===== src/rtl/dff_pipe.sv =====
// WIDTH-bit, DEPTH-stage register pipeline with a valid/ready handshake, bubble
// collapsing, synchronous flush and a registered count of occupied stages.
module dff_pipe #(
  parameter int unsigned      WIDTH      = 8,
  parameter int unsigned      DEPTH      = 3,
  parameter bit               DATA_RESET = 1'b0,
  parameter logic [WIDTH-1:0] RST_VAL    = '0
) (
  input  logic                       clk,
  input  logic                       reset_n,
  input  logic                       flush,
  input  logic                       in_valid,
  input  logic [WIDTH-1:0]           in_data,
  output logic                       in_ready,
  output logic                       out_valid,
  output logic [WIDTH-1:0]           out_data,
  input  logic                       out_ready,
  output logic [$clog2(DEPTH+1)-1:0] count
);
  localparam int unsigned CW = $clog2(DEPTH+1);

  if (DEPTH < 1) begin : g_depth_check
    $error("dff_pipe: DEPTH must be at least 1");
  end

  logic [DEPTH-1:0]            valid_q, valid_d, up_valid, rdy;
  logic [DEPTH-1:0][WIDTH-1:0] data_q, up_data;
  logic [CW-1:0]               count_q, count_d;

  // Ready chain walked from the output end with a running term so no bit of rdy reads another.
  always_comb begin
    logic chain;
    chain = out_ready;
    rdy   = '0;
    for (int unsigned k = 0; k < DEPTH; k++) begin
      chain              = !valid_q[DEPTH-1-k] || chain;
      rdy[DEPTH-1-k]     = chain;
    end
  end

  always_comb begin
    up_valid    = '0;
    up_data     = '0;
    up_valid[0] = in_valid && !flush;
    up_data[0]  = in_data;
    for (int unsigned i = 1; i < DEPTH; i++) begin
      up_valid[i] = valid_q[i-1];
      up_data[i]  = data_q[i-1];
    end
  end

  always_comb begin
    valid_d = valid_q;
    count_d = '0;
    for (int unsigned i = 0; i < DEPTH; i++) begin
      if (rdy[i]) valid_d[i] = up_valid[i];
      count_d = count_d + CW'(valid_d[i]);
    end
  end

  always_ff @(posedge clk) begin
    if (!reset_n || flush) begin
      valid_q <= '0;
      count_q <= '0;
    end else begin
      valid_q <= valid_d;
      count_q <= count_d;
    end
  end

  // With DATA_RESET=0 the reset term folds away and the data flops carry no reset.
  always_ff @(posedge clk) begin
    if (DATA_RESET && !reset_n) begin
      for (int unsigned i = 0; i < DEPTH; i++) data_q[i] <= RST_VAL;
    end else if (reset_n && !flush) begin
      for (int unsigned i = 0; i < DEPTH; i++) begin
        if (rdy[i] && up_valid[i]) data_q[i] <= up_data[i];
      end
    end
  end

  assign in_ready  = rdy[0] && !flush;
  assign out_valid = valid_q[DEPTH-1];
  assign out_data  = data_q[DEPTH-1];
  assign count     = count_q;

endmodule

===== config.mk =====
export PLATFORM = sky130hd
export DESIGN_NAME = dff_pipe
export DESIGN_NICKNAME = d
export VERILOG_FILES = /design/src/rtl/dff_pipe.sv
export SDC_FILE = /design/constraint.sdc
export NUM_CORES = 1
export LEC_CHECK = 0
export CAP_MARGIN = 20
export CORE_MARGIN = 4
export CORE_UTILIZATION = 58
export DETAILED_ROUTE_END_ITERATION = 12
export DONT_BUFFER_PORTS = 1
export GPL_TIMING_DRIVEN = 0
export PLACE_DENSITY = 0.74
export RECOVER_POWER = 25
export SLEW_MARGIN = 10
export SYNTH_ARGS = -nofsm -noshare
export SYNTH_HDL_FRONTEND = slang
export SYNTH_SLANG_ARGS = --single-unit
export TNS_END_PERCENT = 20

===== constraint.sdc =====
create_clock -name clk -period 2.4 [get_ports clk]
set_clock_uncertainty 0.1 [all_clocks]
set_input_delay 0.48 -clock clk [delete_from_list [all_inputs] [get_ports clk]]
set_output_delay 0.48 -clock clk [all_outputs]
set_load 0.02 [all_outputs]

Word level (Yosys, flattened, before mapping)
Index checks and enable logic that the tools add are counted.
{"block": "classes", "add_sub_neg": 2, "reduce_logical": 18, "muxes": 3}
{"op": "1-bit logical AND", "n": 6}
{"op": "2-bit AND reduction", "n": 3}
{"op": "1-bit zero test", "n": 5}
{"op": "1-bit logical OR", "n": 4}
{"op": "1-bit 2-to-1 mux", "n": 3}
{"op": "1-bit by 1-bit adder with 2-bit output", "n": 1}
{"op": "2-bit by 1-bit adder with 2-bit output", "n": 1}
{"block": "word_totals", "inputBits": 13, "register_bits": 29}

Longest topological paths before layout
{"block": "logic_depth", "word_depth": 7, "mapped_depth": 4, "depth_no_buf": 4}

Worst setup path before layout
OpenSTA, ideal clock, no wires.
{"block": "synth_path", "kind": "input -> register", "start": "input port out_ready", "end": "register data_q, in the netlist out_data[0] (enable)", "cell_stages": 2, "required_time_ns": 1.915, "slack_ns": 0.522, "arrival_ns": 1.393, "cell_sequence": "and2b_2 -> nor3b_1"}
{"block": "synth_via", "elab_chain_len": 3}
{"element": "from (decl)", "line_no": "17", "text": "input logic out_ready,"}
{"element": "1-bit logical OR", "line_no": "36", "text": "chain = !valid_q[DEPTH-1-k] || chain;"}
{"element": "1-bit logical AND", "line_no": "77", "text": "if (rdy[i] && up_valid[i]) data_q[i] <= up_data[i];"}
{"element": "2-bit AND reduction (no source line)"}
{"element": "to (signal, indexed assignment)", "line_no": "77"}
{"element": "to (decl)", "line_no": "27", "text": "logic [DEPTH-1:0][WIDTH-1:0] data_q, up_data;"}
Every way passes these cells.
A chain may end at the register's enable or synchronous reset.

Worst setup path after layout
{"block": "layout_path", "start": "register valid_q[2]", "end": "output port in_ready"}
{"block": "layout_via", "elab_chain_len": 5}
{"element": "from (decl)", "line_no": "26", "text": "logic [DEPTH-1:0] valid_q, valid_d, up_valid, rdy;"}
{"element": "from (signal assigned)", "line_no": "66", "text": "valid_q <= valid_d;"}
{"element": "1-bit zero test", "line_no": "36"}
{"element": "1-bit logical OR (3 in series)", "line_no": "36"}
{"element": "1-bit logical AND", "line_no": "82", "text": "assign in_ready = rdy[0] && !flush;"}
{"element": "to (decl)", "line_no": "14", "text": "output logic in_ready,"}
Every way passes these cells.

==> flow_summary.ini <==
[logic_synthesis]
synth_edf_count = 24
yosysMostFrequentCell = edfxtp_1
synth_seq_cells = 29
async_reset_ff_frac = 0
synth_top_flop_cell = edfxtp_1
synthTopCellsByCount = 24 x edfxtp_1, 8 x buf_4, 5 x dfxtp_1
yosys.area.top_type = edfxtp_1
synth_area_mm2 = 0.001017
avgSynthCellArea_um2 = 17.85
yosysWarnings = 0
synth_top_area_frac = 0.7085
synth_area_leaders = edfxtp_1 71%, dfxtp_1 9.8%, buf_4 5.9%, fa_1 2.0%, a21oi_1 1.5%
synth_nets = 71
ys_types = 15
ys_seq_area_frac = 0.8069
synth_cells = 57

[detailed_routing]
wl_um = 1014
via_count = 410
post_drt_wl_per_cell_um = 12.22
initialDrtViolationCount = 4
ant_nets = 0
drc = 0
vias_per_cell = 4.940
dr.pass1.iters = 3

[layout]
final_cells = 83
seq_area_um2 = 820.8
nets = 80
diodes = 0
multi_input_area_um2 = 128.9
drive_above_1_share = 0.2687
fillers = 108
area_growth_pct = 7.872
postLayoutCellArea_mm2 = 0.001097

[clock_tree]
clk_pin_slew_ns = 0.08
h-tree-depth = 2
cts_tree = yes
cts_buffers = 5
root_buffer = clkbuf_4
cts.sink_count = 29
cts_buffer_depth = 2
cts_hold_buf = 0
worstSkewPairLatency_ns = 0.29
cts-resized-gates = 0
post_cts_buffers = 0

[setup_path]
ff2ff_path_depth = 3
r2r_slack_ns = 0.64
worstSetupStartpointType = flop
crit_type = reg -> out
r2r-start = valid_q[2]
r2r-end = out_data[0]
critPathMaxFanout = 4
crit_path_end_kind = output pin
cp_slowest_cell = dfxtp_1
max_stage_delay_ns = 0.40
cp_data_required_time_ns = 1.82
crit_chain = and4b_4 -> nor2_1
cp.arrival_ns = 1.25

[run_status]
status = complete, no violations

[hold_path]
min_from = in_data[3]
worstHoldEndpoint = data_q[3]
min_path_cells = 0
hold_path_class = in -> reg

[timing]
relSlewSlack = 0.6593
fmax_mhz = 546.0
tns_ns = 0
maxSlewViolCount = 0
tightest_slew_ns = 0.5100
hold_viol_final = 0
period_share = 0.7632
fin_crit_ns = 1.832
fin_hold_ws_ns = 0.1741
rsz0062_at_grt = false
finalSetupViolations = 0

[floorplan]
initial_utilization = 0.6452
core_mm2 = 0.001577
die_h_um = 49.88
ios = 25
rows = 14
die_area_mm2 = 0.002488
die_w_um = 49.88

[pwr]
p_leak_nw = 0.3820
power_density_mw_per_mm2 = 751.9
irDropWorstVdd_uv = 477.8

[place]
dp_cells = 73
placed_area_mm2 = 0.001037
place_congestion = 0.7684
hpwl_um = 731.1
port_buffers = 0

[global_route]
grt_overflow = 0
grt_use_total = 0.09929
grt_pass1_wl_um = 1745
grt_max_degree = 10
grt_pass1_vias = 396
antenna_found_initial = 0

[run]
maxCapViolCount = 0
-- cell families after synthesis --
logic type	count (synthesis)	share of synthesized area
AO/OA/AOI/OAI	5	0.02951
adder cells (fa/ha/maj)	1	0.01968
flip-flops	29	0.8069
buffers and inverters	10	0.06643
AND/OR/NAND/NOR	12	0.07750
-- registers in the layout, indices dropped and copies added (netlist names) --
register,count
valid_q,3
out_data,8
count,2
data_q,16
-- metrics by stage --
| stage | total power, mW | util | worst slack (ns) |
|---|---|---|---|
| after floorplan | 0.5789 | - | 0.5217 |
| final | 0.8251 | 0.6960 | 0.5684 |
| after global routing | 0.8623 | 0.6960 | 0.5026 |
| after global placement | 0.5812 | 0.6579 | 0.3935 |
| after detailed placement | 0.5819 | 0.6579 | 0.3462 |
| after CTS | 0.8382 | 0.6897 | 0.3992 |
-- where the power goes --
part | leakage, nW | internal, mW | switching, mW
clock network | 0.0293 | 0.114 | 0.141
registers | 0.258 | 0.551 | 0.00415
logic | 0.0944 | 0.00584 | 0.00921
total | 0.382 | 0.671 | 0.154
-- placed cells by master (no fill, tap or decap), drive strengths merged --
cell type	synthesis	routed
nor3b	2	2
nand2b	1	1
dfxtp	5	5
nor2b	1	1
a21oi	3	3
nor2	4	4
and2b	1	1
clkinv	0	1
buf	8	9
fa	1	1
clkbuf	0	8
and4b	1	1
inv	2	2
and3	1	1
o21a	2	2
nand3b	1	1
edfxtp	24	24
-- routing by layer --
metal / global-route usage / vias up / wire, µm
met5: 0 / - / 0
met4: 0.05530 / 0 / 0
met3: 0.06024 / 0 / 95
met2: 0.1432 / 21 / 456
met1: 0.1129 / 173 / 463
li1: - / 216 / -
-- layout make-up --
class	instances	share of cell area
Inverter	2	0.006842
Tap cell	16	0.01824
Clock buffer	7	0.04105
Sequential cell	29	0.7480
Buffer	8	0.05473
Clock inverter	1	0.004561
Timing Repair Buffer	2	0.009122
Multi-Input combinational cell	18	0.1174
-- how the worst max path moves through the flow --
stage	start	cells past startpoint	to
2_1_floorplan	out_ready	2	out_data[0]
3_3_place_gp	flush	2	data_q[0]
3_5_place_dp	out_ready	2	out_data[0]
4_1_cts	valid_q[2]	2	out_data[1]
5_1_grt	valid_q[2]	2	in_ready
6_report	valid_q[2]	2	in_ready
-- critical path, delay by kind of cell (launching register included) --
kind / cells / cell delay, ns
and+or+nand+nor: 2 / 0.56
DFF: 1 / 0.40
(Power assumes the default switching activity.)
